### config.mk
export PLATFORM = sky130hd
export DESIGN_NAME = gpr_snapshot_reader
export DESIGN_NICKNAME = d
export VERILOG_FILES = /design/src/rtl/gpr_snapshot_reader_pkg.sv /design/src/rtl/gpr_snap_fifo.sv /design/src/rtl/gpr_snapshot_reader.sv
export SDC_FILE = /design/constraint.sdc
export NUM_CORES = 1
export LEC_CHECK = 0
export BUFFER_PORTS_ARGS = -buffer_cell sky130_fd_sc_hd__buf_2
export CAP_MARGIN = 20
export CELL_PAD_IN_SITES_DETAIL_PLACEMENT = 1
export CELL_PAD_IN_SITES_GLOBAL_PLACEMENT = 2
export CORE_AREA = 2 2 149 151
export CTS_BUF_LIST = sky130_fd_sc_hd__clkbuf_16
export DETAILED_ROUTE_END_ITERATION = 10
export DIE_AREA = 0 0 151 153
export PLACE_DENSITY_LB_ADDON = 0.15
export SLEW_MARGIN = 20
export SYNTH_ARGS = -nofsm -noshare
export SYNTH_HDL_FRONTEND = slang
export SYNTH_SLANG_ARGS = --single-unit
### constraint.sdc
create_clock -name clk -period 2.8 [get_ports clk]
set_clock_uncertainty 0.1 [all_clocks]
set_input_delay 0.42 -clock clk [delete_from_list [all_inputs] [get_ports clk]]
set_output_delay 0.42 -clock clk [all_outputs]
set_load 0.02 [all_outputs]
### src/rtl/gpr_snapshot_reader_pkg.sv
// ============================================================================
// Module   : gpr_snapshot_reader_pkg
// Purpose  : Shared GPR geometry, snapshot placement and reader types.
// Revision : 1.0 - initial release
// ============================================================================
`default_nettype none

package gpr_snapshot_reader_pkg;

  localparam int          GPR_BIT        = 32;
  localparam int          GPR_ADR        = 5;
  localparam int          GPR_NUM        = 32;
  localparam logic [31:0] SNAP_BASE_ADDR = 32'h0000_0000;

  typedef enum logic [1:0] {
    ST_IDLE  = 2'd0,
    ST_READ  = 2'd1,
    ST_DRAIN = 2'd2,
    ST_DONE  = 2'd3
  } snap_state_t;

  typedef struct packed {
    logic [GPR_ADR-1:0] idx;
    logic [GPR_BIT-1:0] data;
  } snap_word_t;

endpackage

`default_nettype wire

### src/rtl/gpr_snap_fifo.sv
// ============================================================================
// Module   : gpr_snap_fifo
// Purpose  : Small synchronous FIFO with occupancy count; head is read combinationally.
// Revision : 1.0 - initial release
// ============================================================================
`default_nettype none

module gpr_snap_fifo #(
  parameter int WIDTH = 37,
  parameter int DEPTH = 4
) (
  input  logic                     clk,
  input  logic                     rst,
  input  logic                     i_push,
  input  logic [WIDTH-1:0]         i_data,
  input  logic                     i_pop,
  output logic [WIDTH-1:0]         o_data,
  output logic [$clog2(DEPTH):0]   o_count,
  output logic                     o_empty
);

  localparam int AW = $clog2(DEPTH);
  localparam int CW = AW + 1;

  logic [WIDTH-1:0] r_mem [DEPTH];
  logic [AW-1:0]    r_wr_ptr;
  logic [AW-1:0]    r_rd_ptr;
  logic [CW-1:0]    r_count;
  logic             w_full;
  logic             w_pop_ok;
  logic             w_push_ok;

  assign o_empty   = (r_count == '0);
  assign w_full    = (r_count == CW'(DEPTH));
  assign w_pop_ok  = i_pop & ~o_empty;
  // A push into a full FIFO is accepted only when the head leaves in the same cycle.
  assign w_push_ok = i_push & (~w_full | w_pop_ok);

  always_ff @(posedge clk) begin
    if (rst) begin
      r_wr_ptr <= '0;
      r_rd_ptr <= '0;
      r_count  <= '0;
      for (int i = 0; i < DEPTH; i++) r_mem[i] <= '0;
    end else begin
      if (w_push_ok) begin
        r_mem[r_wr_ptr] <= i_data;
        r_wr_ptr        <= r_wr_ptr + AW'(1);
      end
      if (w_pop_ok) r_rd_ptr <= r_rd_ptr + AW'(1);
      r_count <= r_count + CW'(w_push_ok) - CW'(w_pop_ok);
    end
  end

  assign o_data  = r_mem[r_rd_ptr];
  assign o_count = r_count;

endmodule

`default_nettype wire

### src/rtl/gpr_snapshot_reader.sv
// ============================================================================
// Module   : gpr_snapshot_reader
// Purpose  : Reads the BRAM GPR snapshot via port B and streams it out by index.
// Revision : 1.0 - initial release
// ============================================================================
`default_nettype none

module gpr_snapshot_reader
  import gpr_snapshot_reader_pkg::*;
#(
  parameter int          WORD_NUM   = GPR_NUM,
  parameter logic [31:0] BASE_ADDR  = SNAP_BASE_ADDR,
  parameter int          RD_LAT     = 1,
  parameter int          FIFO_DEPTH = 4
) (
  input  logic                clk,
  input  logic                rst,
  input  logic                i_start,
  output logic                o_busy,
  output logic                o_done,
  output logic                o_ram_en,
  output logic [3:0]          o_ram_we,
  output logic [31:0]         o_ram_addr,
  input  logic [31:0]         i_ram_rd_data,
  output logic [GPR_BIT-1:0]  o_m_data,
  output logic [GPR_ADR-1:0]  o_m_idx,
  output logic                o_m_last,
  output logic                o_m_valid,
  input  logic                i_m_ready
);

  localparam int CNT_W = $clog2(FIFO_DEPTH) + 1;
  localparam int OCC_W = CNT_W + 1;

  snap_state_t        r_state;
  snap_state_t        w_state_nxt;
  logic [5:0]         r_rd_idx;
  logic [RD_LAT-1:0]  r_pipe_vld;
  logic [GPR_ADR-1:0] r_pipe_idx [RD_LAT];
  logic [CNT_W-1:0]   w_inflight;
  logic [CNT_W-1:0]   w_fifo_count;
  logic [OCC_W-1:0]   w_occ;
  logic               w_can_issue;
  logic               w_issue;
  logic               w_last_issue;
  logic               w_fifo_empty;
  logic               w_pop;
  logic               w_drained;
  snap_word_t         w_push_word;
  snap_word_t         w_head;

  always_comb begin
    w_inflight = '0;
    for (int i = 0; i < RD_LAT; i++) w_inflight = w_inflight + CNT_W'(r_pipe_vld[i]);
  end

  // Reads still in the BRAM pipe already own a FIFO slot; a same-cycle pop earns none.
  assign w_occ        = OCC_W'(w_fifo_count) + OCC_W'(w_inflight) + OCC_W'(1);
  assign w_can_issue  = (w_occ <= OCC_W'(FIFO_DEPTH));
  assign w_last_issue = (r_rd_idx == 6'(WORD_NUM - 1));
  assign w_pop        = ~w_fifo_empty & i_m_ready;
  assign w_drained    = (w_inflight == '0) &
                        ((w_fifo_count == '0) | ((w_fifo_count == CNT_W'(1)) & w_pop));

  always_ff @(posedge clk) begin
    if (rst) r_state <= ST_IDLE;
    else     r_state <= w_state_nxt;
  end

  always_comb begin
    w_state_nxt = r_state;
    w_issue     = 1'b0;
    case (r_state)
      ST_IDLE:  if (i_start) w_state_nxt = ST_READ;
      ST_READ: begin
        if (w_can_issue) begin
          w_issue = 1'b1;
          if (w_last_issue) w_state_nxt = ST_DRAIN;
        end
      end
      ST_DRAIN: if (w_drained) w_state_nxt = ST_DONE;
      ST_DONE:  w_state_nxt = ST_IDLE;
      default:  w_state_nxt = ST_IDLE;
    endcase
  end

  always_ff @(posedge clk) begin
    if (rst || r_state == ST_DONE) r_rd_idx <= '0;
    else if (w_issue)              r_rd_idx <= r_rd_idx + 6'd1;
  end

  always_ff @(posedge clk) begin
    if (rst) begin
      r_pipe_vld <= '0;
      for (int i = 0; i < RD_LAT; i++) r_pipe_idx[i] <= '0;
    end else begin
      r_pipe_vld[0] <= w_issue;
      r_pipe_idx[0] <= r_rd_idx[GPR_ADR-1:0];
      for (int i = 1; i < RD_LAT; i++) begin
        r_pipe_vld[i] <= r_pipe_vld[i-1];
        r_pipe_idx[i] <= r_pipe_idx[i-1];
      end
    end
  end

  assign w_push_word.idx  = r_pipe_idx[RD_LAT-1];
  assign w_push_word.data = i_ram_rd_data;

  gpr_snap_fifo #(
    .WIDTH ($bits(snap_word_t)),
    .DEPTH (FIFO_DEPTH)
  ) u_fifo (
    .clk     (clk),
    .rst     (rst),
    .i_push  (r_pipe_vld[RD_LAT-1]),
    .i_data  (w_push_word),
    .i_pop   (w_pop),
    .o_data  (w_head),
    .o_count (w_fifo_count),
    .o_empty (w_fifo_empty)
  );

  assign o_busy     = (r_state != ST_IDLE);
  assign o_done     = (r_state == ST_DONE);
  assign o_ram_en   = w_issue;
  assign o_ram_we   = 4'b0000;
  assign o_ram_addr = BASE_ADDR + {24'd0, r_rd_idx, 2'b00};
  assign o_m_valid  = ~w_fifo_empty;
  assign o_m_data   = w_head.data;
  assign o_m_idx    = w_head.idx;
  assign o_m_last   = (w_head.idx == GPR_ADR'(WORD_NUM - 1)) & o_m_valid;

endmodule

`default_nettype wire

; Word level (Yosys, flattened, before mapping)
; Memory sizes are Yosys's and may differ from the RTL's. A register that Yosys moved wholly into a read port is not among the register bits.
; Cells that the tools add are included.
[totals]
mem_bits_rw = 153
output_inout_bits = 78
elab_cells = 65
mem_count = 2
inputBits = 36
register_bits = 16
[op_classes]
add_sub_neg = 7
bitwise_logic = 10
order_cmp = 1
reduce_logical = 8
mux = 20
n_eq_ne = 11
[mem_list]
columns = memory, words, word_bits, rd, rd_ports_with_merged_regs, write_ports, line_no
row1 = u_fifo.r_mem, 4, 37, 1, 1, 4, gpr_snap_fifo.sv:25  ; logic [WIDTH-1:0] r_mem [DEPTH];
row2 = r_pipe_idx, 1, 5, 1, 0, 1, gpr_snapshot_reader.sv:39  ; logic [GPR_ADR-1:0] r_pipe_idx [RD_LAT];
[ops]
columns = cell, n
row1 = $mux 37, 1
row2 = $reduce_or 37->1, 1
row3 = $mux 2, 7
row4 = $mux 1, 10
row5 = $ne 2x2->1 const B, 4
row6 = $pmux 2 s4, 1
row7 = $add 6x1->6 const B, 1
row8 = $and 1x1->1, 6
row9 = $eq 6x5->1 const B, 1
row10 = $logic_not 3->1, 2
row11 = $eq 5x5->1 const B, 1
row12 = $mux 5, 1
row13 = $reduce_or 5->1, 1
row14 = $add 2x1->2 const B, 2
row15 = $add 3x1->4, 1
row16 = $add 4x1->4 const B, 1
row17 = $eq 2x2->1 const B, 2
row18 = $le 4x3->1 const B, 1
row19 = $reduce_and 4->1, 1
row20 = $add 3x1->3, 1
row21 = $eq 3x1->1 const B, 1
row22 = $eq 3x3->1 const B, 1
row23 = $sub 3x1->3, 1
row24 = $eq 2x1->1 const B, 1
row25 = other kinds (5), 7

; Longest topological paths before layout
; Gate-level depths: netlist (run 1).
[depth]
depth_word = 11
mapped_depth = 9
depth_no_buf = 9

; Cells and area by module
; Synthesis (run 1) repeated with hierarchy kept, for this count alone.
[hier_totals]
hier_cells = 510
hier_area_um2 = 7743.7
[by_module_without_submodules]
columns = module, seq_area_each_um2, area_per_inst_um2, cells_per_inst, instances
row1 = gpr_snap_fifo, 4624.4, 6815.3, 406, 1
row2 = gpr_snapshot_reader, 280.3, 928.4, 104, 1

; Worst setup path after synthesis (run 1)
; Ideal clock, no wire load.
[synth_timing]
path_kind = register to register
startpoint = reg u_fifo.r_count[1] (netlist: u_fifo.o_count[1])
endpoint = mem u_fifo.r_mem[0][0] (enable)
t_required_ns = 2.304
stages_incl_launch_ff = 6
n_path_buf = 1
setup_slack_ns = 0.225
arrival_ns = 2.079
path_cell_list = dfxtp_1 or4b_4 nor3b_4 nor3b_1 buf_6 or2_1
[synth_rtl]
columns = item, line_no
row1 = "start, declared", gpr_snap_fifo.sv:28  ; logic [CW-1:0] r_count;
row2 = "start signal, assigned", gpr_snap_fifo.sv:51  ; r_count <= r_count + CW'(w_push_ok) - CW'(w_pop_ok);
row3 = "end, declared", gpr_snap_fifo.sv:25

==> impl_metrics.tcl, run 1 <==
set metrics [dict create \
    status "complete, no violations" \
    synthTopCellsByArea "edfxtp_1 57%, mux4_2 11%, and3_1 6.0%, dfxtp_1 5.9%, and2_1 4.5%" \
    drtPass1Iterations 4 \
    drc 0 \
    dieArea_sq_um 23100 \
    period_minus_slack_ns 2.58 \
    preCtsSetupSlack_ns 0.291 \
    area_growth_pct 16.1 \
    post_drt_wl_per_cell_um 19.2 \
    dp_cells 859 \
    numClockSinks 171 \
    ios 114 \
    p_per_area_nw_per_um2 815 \
    synth_cells 520 \
    cp.depth 3 \
    fin_crit_sh 0.921 \
    r2r_cells 9 \
    rows 54 \
    holdCritStartpoint "i_ram_rd_data[8]" \
    slew_viol_final 0 \
    grt_pass1_vias 4661 \
    worstSetupPathType "register to output port" \
    tritoncts "built" \
    drt_iter0_drc 242 \
    fin_area_sq_um 9040 \
    synth-seq-cells 171 \
    critPathSlowestCell "dfxtp_2" \
    yosysMostFrequentCell "edfxtp_1" \
    clock_latency_ns 0.43 \
    worstPathMaxFanout 26 \
    num_vias 4325 \
    gp_congestion 0.683 \
    whs_path_depth 2 \
    startpoint_type "register" \
    synth_area_sq_um 7780 \
    coreArea_sq_um 21500 \
    dp_hpwl_um 10200 \
    avgViaCountPerCell 4.85 \
    p_leak_nw 3.75 \
    grt_use_total 0.156 \
    instances_no_fill 892 \
    whs_ns 0.208 \
    crit_arrival_ns 2.06 \
    grt_overflow 0 \
    die_y_um 153 \
    antenna_cells 0 \
    avgSynthCellArea_sq_um 15.0 \
    clockBufferDepth 2 \
    crit_chain "buf_12 -> mux4_2 -> buf_2" \
    hold_viol 0 \
    die_x_um 151 \
    root_buffer "clkbuf_16" \
    tns_ns 0 \
    max_stage_delay_ns 0.58 \
    ys_types 41 \
    synth-edff-count 148 \
    grt_max_degree 112 \
    p_total_mw 7.37 \
    finalSetupViolCount 0 \
    cts.htree.levels 4 \
    synth_top_area_share 0.571 \
    endpoint_kind "output port" \
    async_flop_share 0 \
    yosysWarnings 0 \
    ir_drop_mv 0.364 \
    ant_nets 0 \
    worstMarginPinSlew_ns 0.915 \
    cts_buffers 17 \
    dpl-instance-area_sq_um 8460 \
    fmax_ghz 0.388 \
    rsz0062_at_grt "false" \
    hp-class "primary input to register" \
    yosysSeqAreaShare 0.630 \
    final_core_util 0.421 \
    grt_antenna_before_repair 0 \
    drt_wl_total_um 17100 \
    clkTransAtPathRegs_ns 0.07 \
    yosys_most_used_dff "edfxtp_1" \
    nets 647 \
    portBuffers 83 \
    holdBufCountCts 0 \
    synth_top_area_cell "edfxtp_1" \
    setup_ws_ns 0.221 \
    grt_pass1_wl_um 26700 \
    drv_cap 0 \
    slew_headroom 0.390 \
    r2r_start "u_fifo.o_count[2]" \
    worstPathRequired_ns 2.28 \
    final_layout_size_suffix_gt1_frac 0.320 \
    start_util 0.362 \
    critPathTopFamily "flip-flops" \
    critPathBufInv 2 \
    synth_commonest_cells "148 x edfxtp_1, 75 x and3_1, 56 x and2_1" \
]
sequential cells by signal (all words and copies together) (netlist names), named ones only:
name             count
u_fifo.r_mem       148
r_rd_idx             6
r_pipe_idx           5
u_fifo.o_count       3
r_state              2
u_fifo.r_rd_ptr      2
u_fifo.r_wr_ptr      2
r_pipe_vld           1
layout by cell type, fill, tap and decap left out, types with 3 or more instances in the layout:
cell        instances
edfxtp_1          148
buf_2              83
and3_1             75
and2_1             56
mux4_2             37
conb_1             30
dfxtp_1            21
and2_4             20
clkbuf_16          17
inv_1              11
nor2_1             11
ha_1               11
buf_4              10
nor2b_1             8
nand3_1             5
buf_12              5
or3_1               4
xnor2_1             4
nand2b_1            4
o21ai_0             4
a21oi_1             4
mux2i_1             3
xor2_1              3
clkinv_1            3
clkinvlp_4          3
inv_6               3
cells by family after synthesis:
logic type	count (synthesis)	synth area share
and+or+nand+nor	195	0.161
muxes	40	0.111
buffers and inverters	78	0.0558
DFF	171	0.630
AOI/OAI and AO/OA	16	0.0135
other	1	0.000482
adders and majority gates	12	0.0203
xor gates and xnor gates	7	0.00788
metal layers:
layer	share of wire	GRT usage	wire length [um]	up-vias
li1	-	-	-	2023
met1	0.44	0.197	7600	2199
met2	0.51	0.268	8660	85
met3	0.035	0.0304	594	18
met4	0.016	0.0521	271	0
met5	0	0	0	-
power breakdown:
group          leakage [nW]  switching [mW]  internal, mW
Clock                 0.273           0.995          1.31
Sequential             1.72           0.152          2.99
Combinational          1.76            1.11         0.808
final cells by class:
type | instances | area [sq um]
Sequential cell | 171 | 4910
Timing Repair Buffer | 98 | 591
Fill cell | 2198 | 12400
Clock buffer | 17 | 425
Clock inverter | 15 | 148
Inverter | 11 | 41.3
Multi-Input combinational cell | 300 | 2570
Tap cell | 280 | 350
path summary, 6_finish.rpt:
kind | endpoint | slack, ns
max | o_m_data[17] | 0.22
min | u_fifo.r_mem[3][8] | 0.21
max reg2reg | u_fifo.o_count[2] | 0.36
min reg2reg | r_state[1] | 0.42
timing repair:
item | CTS | global route
gates resized for setup | 0 | 0
setup endpoints to repair | 1 | 0
buffers inserted | 1 | 0
endpoints found under the hold margin | 0 | 0
Note: power is estimated with default switching activity, not from simulation.
==> run 2, diff against run 1 <==
--- a/config.mk
+++ b/config.mk
@@ -7,2 +7,3 @@
 export LEC_CHECK = 0
+export ABC_AREA = 1
 export BUFFER_PORTS_ARGS = -buffer_cell sky130_fd_sc_hd__buf_2
@@ -11,7 +12,8 @@
 export CELL_PAD_IN_SITES_GLOBAL_PLACEMENT = 2
-export CORE_AREA = 2 2 149 151
+export CORE_AREA = 2 2 156 158
 export CTS_BUF_LIST = sky130_fd_sc_hd__clkbuf_16
 export DETAILED_ROUTE_END_ITERATION = 10
-export DIE_AREA = 0 0 151 153
+export DIE_AREA = 0 0 158 160
 export PLACE_DENSITY_LB_ADDON = 0.15
+export SKIP_LAST_GASP = 1
 export SLEW_MARGIN = 20
==> constraint.sdc (replaced) <==
create_clock -name clk -period 2.8 [get_ports clk]
set_clock_uncertainty 0.1 [all_clocks]
set_input_delay 0.14 -clock clk [delete_from_list [all_inputs] [get_ports clk]]
set_output_delay 0.14 -clock clk [all_outputs]
set_load 0.02 [all_outputs]
==> run 2 against run 1 <==
Against the previous run: final area grew 2.0%; register-to-register slack gained 0.20 ns; critical path depth grew 7; core utilization shrank 3.4 points; first-iteration DRC count shrank 9.9%; via count grew 27%; routed wire length grew 16%; clock power shrank 3%; sequential power shrank 2%; clock-buffer cell count is the same; highest routed layer unchanged.
==> impl_metrics.tcl, run 2 <==
set metrics [dict create \
    synthTopCellsByArea "edfxtp_1 58%, nor2_1 9.8%, dfxtp_1 6.0%, o21ai_0 5.1%, nand2_1 3.4%" \
    reg_top3 "u_fifo.r_mem: 148 flops, r_rd_idx: 6 flops, r_pipe_idx: 5 flops" \
    status "complete, no violations" \
    synth_area_sq_um 7670 \
    hp-class "primary input to register" \
    p_total_mw 7.53 \
    seqCellArea_sq_um 4910 \
    yosysWarnings 0 \
    grt_pass1_vias 5876 \
    num_vias 5495 \
    start_util 0.322 \
    synth-seq-cells 171 \
    avgSynthCellArea_sq_um 10.2 \
    cts_setup_buffers 0 \
    reg2reg_to "u_fifo.o_count[2]" \
    avgViaCountPerCell 4.57 \
    synth-edff-count 148 \
    r2r_cells 9 \
    drc 0 \
    regToRegSetupSlack_ns 0.56 \
    multi_input_area_sq_um 2200 \
    rows 57 \
    fin_crit_sh 0.886 \
    yosys_most_used_dff "edfxtp_1" \
    worstSetupPathType "register to output port" \
    grt_pass1_wl_um 31800 \
    worstMarginPinSlew_ns 0.764 \
    root_buffer "clkbuf_16" \
    die_x_um 158 \
    tritoncts "built" \
    regMostFlops "u_fifo.r_mem" \
    r2r_start "u_fifo.o_count[1]" \
    clock_latency_ns 0.42 \
    yosysMostFrequentCell "nor2_1" \
    antenna_cells 0 \
    holdCritStartpoint "i_ram_rd_data[18]" \
    min_to "u_fifo.r_mem[3][18]" \
    yosysSeqAreaShare 0.639 \
    dieArea_sq_um 25300 \
    grt_use_total 0.165 \
    p_leak_nw 3.80 \
    ant_nets 0 \
    drt_iter0_drc 218 \
    portBuffers 83 \
    clkTransAtPathRegs_ns 0.07 \
    cts_buffers 17 \
    gp_congestion 0.740 \
    final_cell_mix "201 x nor2_1, 148 x edfxtp_1, 83 x buf_2" \
    grt_antenna_before_repair 0 \
    final_layout_size_suffix_gt1_frac 0.169 \
    ys_types 29 \
    whs_path_depth 3 \
    grt_max_degree 75 \
    numClockSinks 171 \
    post_drt_wl_per_cell_um 16.6 \
    period_minus_slack_ns 2.48 \
    drtPass1Iterations 4 \
    slew_headroom 0.491 \
    nets 913 \
    grt_overflow 0 \
    whs_ns 0.00805 \
    worstPathRequired_ns 2.56 \
    synth_commonest_cells "201 x nor2_1, 148 x edfxtp_1, 78 x o21ai_0" \
    dp_hpwl_um 12000 \
    clockBufferDepth 2 \
    final_common_cell "nor2_1" \
    area_growth_pct 20.1 \
    rsz0062_at_grt "false" \
    largest_register_ffs 148 \
    tns_ns 0 \
    cts.htree.levels 4 \
    drv_cap 0 \
    synth_top_area_cell "edfxtp_1" \
    hold_viol 0 \
    fin_area_sq_um 9210 \
    startpoint_type "register" \
    endpoint_kind "output port" \
    p_per_area_nw_per_um2 817 \
    coreArea_sq_um 23800 \
    slew_viol_final 0 \
    finalSetupViolCount 0 \
    fill_cells 2726 \
    die_y_um 160 \
    synth_cells 754 \
    dpl-instance-area_sq_um 8340 \
    ios 114 \
    drt_wl_total_um 19900 \
    worstPathMaxFanout 11 \
    fmax_ghz 0.403 \
    synth_top_area_share 0.579 \
    crit_arrival_ns 2.24 \
    async_flop_share 0 \
    ir_drop_mv 0.324 \
]
==> run 2: cell count changes after synthesis, moves of 9 or more <==
cell      delta
and3_1      -75
buf_2       +10
nor2_1     +190
o21ai_0     +74
inv_1       +58
and2_1      -56
o22ai_1     +34
nor2b_1     -10
mux4_2      -37
clkbuf_1     -9
nand3_1      +9
and2_4      -20
nand2_1     +68
==> run 2: power breakdown <==
group,total (mW),switching [mW],leakage (nW),internal [mW]
combinational,2.19,1.55,1.81,0.639
clock,2.25,0.958,0.274,1.29
sequential,3.09,0.104,1.72,2.98
==> run 2: cell families after synthesis <==
| group | share of synthesized area |
|---|---|
| AOI/OAI and AO/OA | 0.0881 |
| xor gates and xnor gates | 0.00343 |
| adders and majority gates | 0.0206 |
| buffers and inverters | 0.0941 |
| DFF | 0.639 |
| other | 0.000489 |
| and+or+nand+nor | 0.154 |
==> run 2: stage by stage <==
stage          setup WS, ns  utilization  instances
3_5_place_dp          0.584        0.350       1138
4_1_cts               0.241        0.387       1202
2_1_floorplan       -0.0480            -        783
6_report              0.318        0.387       1202
5_1_grt              0.0745        0.387       1202
3_3_place_gp          0.681        0.350       1138
==> run 2: worst max-delay path, stage by stage, from the launching register on <==
cell,delay [ns]
dfxtp_1,0.37
inv_1,0.08
ha_1,0.19
inv_1,0.08
ha_1,0.22
inv_1,0.05
nand2_1,0.04
nand3_1,0.09
nand3_1,0.29
inv_1,0.22
buf_2,0.19
==> run 2: what timing repair did <==
item | 4_1_cts | 5_1_grt
endpoints found under the setup margin | 0 | 0
hold endpoints to repair | 76 | 0
resized for setup | 0 | 0
hold buffers | 32 | 0
==> run 2: cell type report <==
| type | count | area share |
|---|---|---|
| multi-input cells | 469 | 0.238 |
| repair buffers | 134 | 0.0953 |
| well taps | 324 | 0.0440 |
| flip-flops and latches | 171 | 0.532 |
| clock buffers | 17 | 0.0462 |
| clock inverters | 15 | 0.0143 |
| inverters | 72 | 0.0293 |
==> run 2: worst max-delay path by stage <==
| stage | from | to | slack (ns) | cells past startpoint |
|---|---|---|---|---|
| 2_1_floorplan | u_fifo.o_count[1] | u_fifo.r_mem[3][0] | -0.05 | 4 |
| 3_3_place_gp | u_fifo.o_count[1] | u_fifo.o_count[2] | 0.68 | 9 |
| 3_5_place_dp | u_fifo.o_count[1] | u_fifo.o_count[2] | 0.58 | 9 |
| 4_1_cts | register | o_m_last | 0.24 | 6 |
| 5_1_grt | r_pipe_vld | o_ram_en | 0.07 | 10 |
| 6_report | r_pipe_vld | o_ram_en | 0.32 | 10 |
==> run 2: layer usage <==
layer	vias to the layer above	track usage	part of all wire
met5	-	0	0
met4	0	0.0455	0.013
met3	19	0.0258	0.027
met2	89	0.292	0.51
met1	2724	0.207	0.45
li1	2663	-	-
==> run 3, diff against run 2 <==
Settings changed: CTS_CLUSTER_SIZE set to 25, PLACE_DENSITY_LB_ADDON 0.15 to 0.08, REMOVE_ABC_BUFFERS set to 1.
==> run 3 against run 2 <==
Against the previous run: critical path depth unchanged; register-to-register slack improved by 0.06 ns; flip-flop and latch count unchanged; final area increased by 0.71%; core utilization increased by 0.27 points; clock-buffer cell count unchanged; combinational power about the same; sequential share of layout area decreased by 0.36 points; global-route usage increased by 0.40 points; largest power group unchanged.
==> impl_metrics.tcl, run 3 (synthesis results as in run 2) <==
set metrics [dict create \
    hp-class "primary input to register" \
    holdBufCountCts 33 \
    start_util 0.322 \
    slew_viol_final 0 \
    clockBufferDepth 2 \
    fin_area_sq_um 9280 \
    fmax_ghz 0.397 \
    drt_iter0_drc 305 \
    ios 114 \
    final_common_cell "nor2_1" \
    seqCellArea_sq_um 4910 \
    p_leak_nw 3.83 \
    crit_arrival_ns 2.28 \
    tritoncts "built" \
    cts_setup_buffers 0 \
    final_layout_size_suffix_gt1_frac 0.174 \
    drtPass1Iterations 6 \
    root_buffer "clkbuf_16" \
    cts.htree.levels 4 \
    drc 0 \
    startpoint_type "register" \
    numClockSinks 171 \
    grt_use_met3 0.0323 \
    die_y_um 160 \
    regMostFlops "u_fifo.r_mem" \
    fin_crit_sh 0.900 \
    rows 57 \
    final_core_util 0.390 \
    use_met1 0.203 \
    avgViaCountPerCell 4.62 \
    r2r_cells 9 \
    period_minus_slack_ns 2.52 \
    clock_latency_ns 0.43 \
    fill_cells 2720 \
    grt_max_degree 75 \
    dp_hpwl_um 12200 \
    busiest_layer "met2" \
    dieArea_sq_um 25300 \
    critPathSlowestCell "dfxtp_1" \
    worstSetupPathType "register to output port" \
    r2r_start "u_fifo.o_count[1]" \
    grt_overflow 0 \
    grt_use_total 0.169 \
    die_x_um 158 \
    hold_viol 0 \
    worstPathMaxFanout 11 \
    grt_pass1_vias 6002 \
    grtUsageMet2 0.304 \
    clkTransAtPathRegs_ns 0.06 \
    reg2reg_to "u_fifo.o_count[2]" \
    regToRegSetupSlack_ns 0.62 \
    drv_cap 0 \
    ant_nets 0 \
    rsz0062_at_grt "false" \
    grt_antenna_before_repair 0 \
    largest_register_ffs 148 \
    cts.repair.resized 0 \
    area_growth_pct 21.0 \
    dpl-instance-area_sq_um 8350 \
    status "complete, no violations" \
    num_vias 5560 \
    crit_chain "inv_1 -> ha_1 -> inv_1 -> ha_1 -> inv_1 -> nand2_1 -> nand3_1 -> nand3_1 -> inv_1 -> buf_2" \
    p_per_area_nw_per_um2 829 \
    antenna_cells 0 \
    ir_drop_mv 0.397 \
    portBuffers 83 \
    worstPathRequired_ns 2.56 \
    max_stage_delay_ns 0.38 \
    slew_headroom 0.487 \
    post_drt_wl_per_cell_um 17.0 \
    finalSetupViolCount 0 \
    final_cell_mix "201 x nor2_1, 148 x edfxtp_1, 83 x buf_2" \
    multi_input_area_sq_um 2200 \
    reg_top3 "u_fifo.r_mem: 148 flops, r_rd_idx: 6 flops, r_pipe_idx: 5 flops" \
    drt_wl_total_um 20400 \
    worstMarginPinSlew_ns 0.770 \
    crit_start "r_pipe_vld" \
    endpoint "o_ram_en" \
    endpoint_kind "output port" \
    grt_pass1_wl_um 32400 \
    crit_top_cell "inv_1" \
    gp_congestion 0.736 \
    cts_buffers 17 \
    coreArea_sq_um 23800 \
    nets 914 \
]
-- run 3: area by class of cell --
type                    count  share of cell area
clock inverters            15              0.0186
repair buffers            135              0.0971
clock buffers              17              0.0458
flip-flops and latches    171               0.529
well taps                 324              0.0437
multi-input cells         469               0.237
inverters                  72              0.0291
-- run 3: worst min-delay path by stage --
stage	start	to	slack [ns]	cells past startpoint
2_1_floorplan	rst	u_fifo.o_count[1]	0.11	1
3_3_place_gp	u_fifo.r_rd_ptr[1]	register	0.35	2
3_5_place_dp	u_fifo.r_rd_ptr[1]	register	0.36	2
4_1_cts	i_m_ready	u_fifo.r_rd_ptr[0]	0.04	4
5_1_grt	i_m_ready	u_fifo.r_rd_ptr[0]	0.08	4
6_report	i_m_ready	u_fifo.r_rd_ptr[0]	0.06	4
-- run 3: critical path: cells and delay by family (launching register included) --
family	cells	cell delay, ns
adder cells (fa/ha/maj)	2	0.42
AND/OR/NAND/NOR	3	0.42
buffers and inverters	5	0.64
flip-flops	1	0.38
-- run 3: report_power, final --
| part | switching [mW] | internal, mW | leakage [nW] |
|---|---|---|---|
| sequential | 0.113 | 2.98 | 1.72 |
| clock | 1.02 | 1.40 | 0.292 |
| combinational | 1.53 | 0.641 | 1.82 |
| total | 2.66 | 5.03 | 3.83 |
-- run 3: stage by stage --
step / cells / worst slack, ns / TNS [ns] / hold WS, ns / power, mW
finish: 1203 / 0.281 / 0 / 0.0560 / 7.69
global route: 1203 / 0.0357 / 0 / 0.0801 / 8.13
CTS: 1203 / 0.201 / 0 / 0.0372 / 7.81
detailed placement: 1138 / 0.614 / 0 / 0.359 / 5.34
global placement: 1138 / 0.658 / 0 / 0.347 / 5.30
floorplan: 712 / -1.39 / -177.36 / 0.107 / 4.48
-- run 3: layer usage --
layer,vias to the layer above,wire [um]
met1,2779,8940
met3,26,671
li1,2667,-
met4,0,280
met5,-,0
met2,88,10500
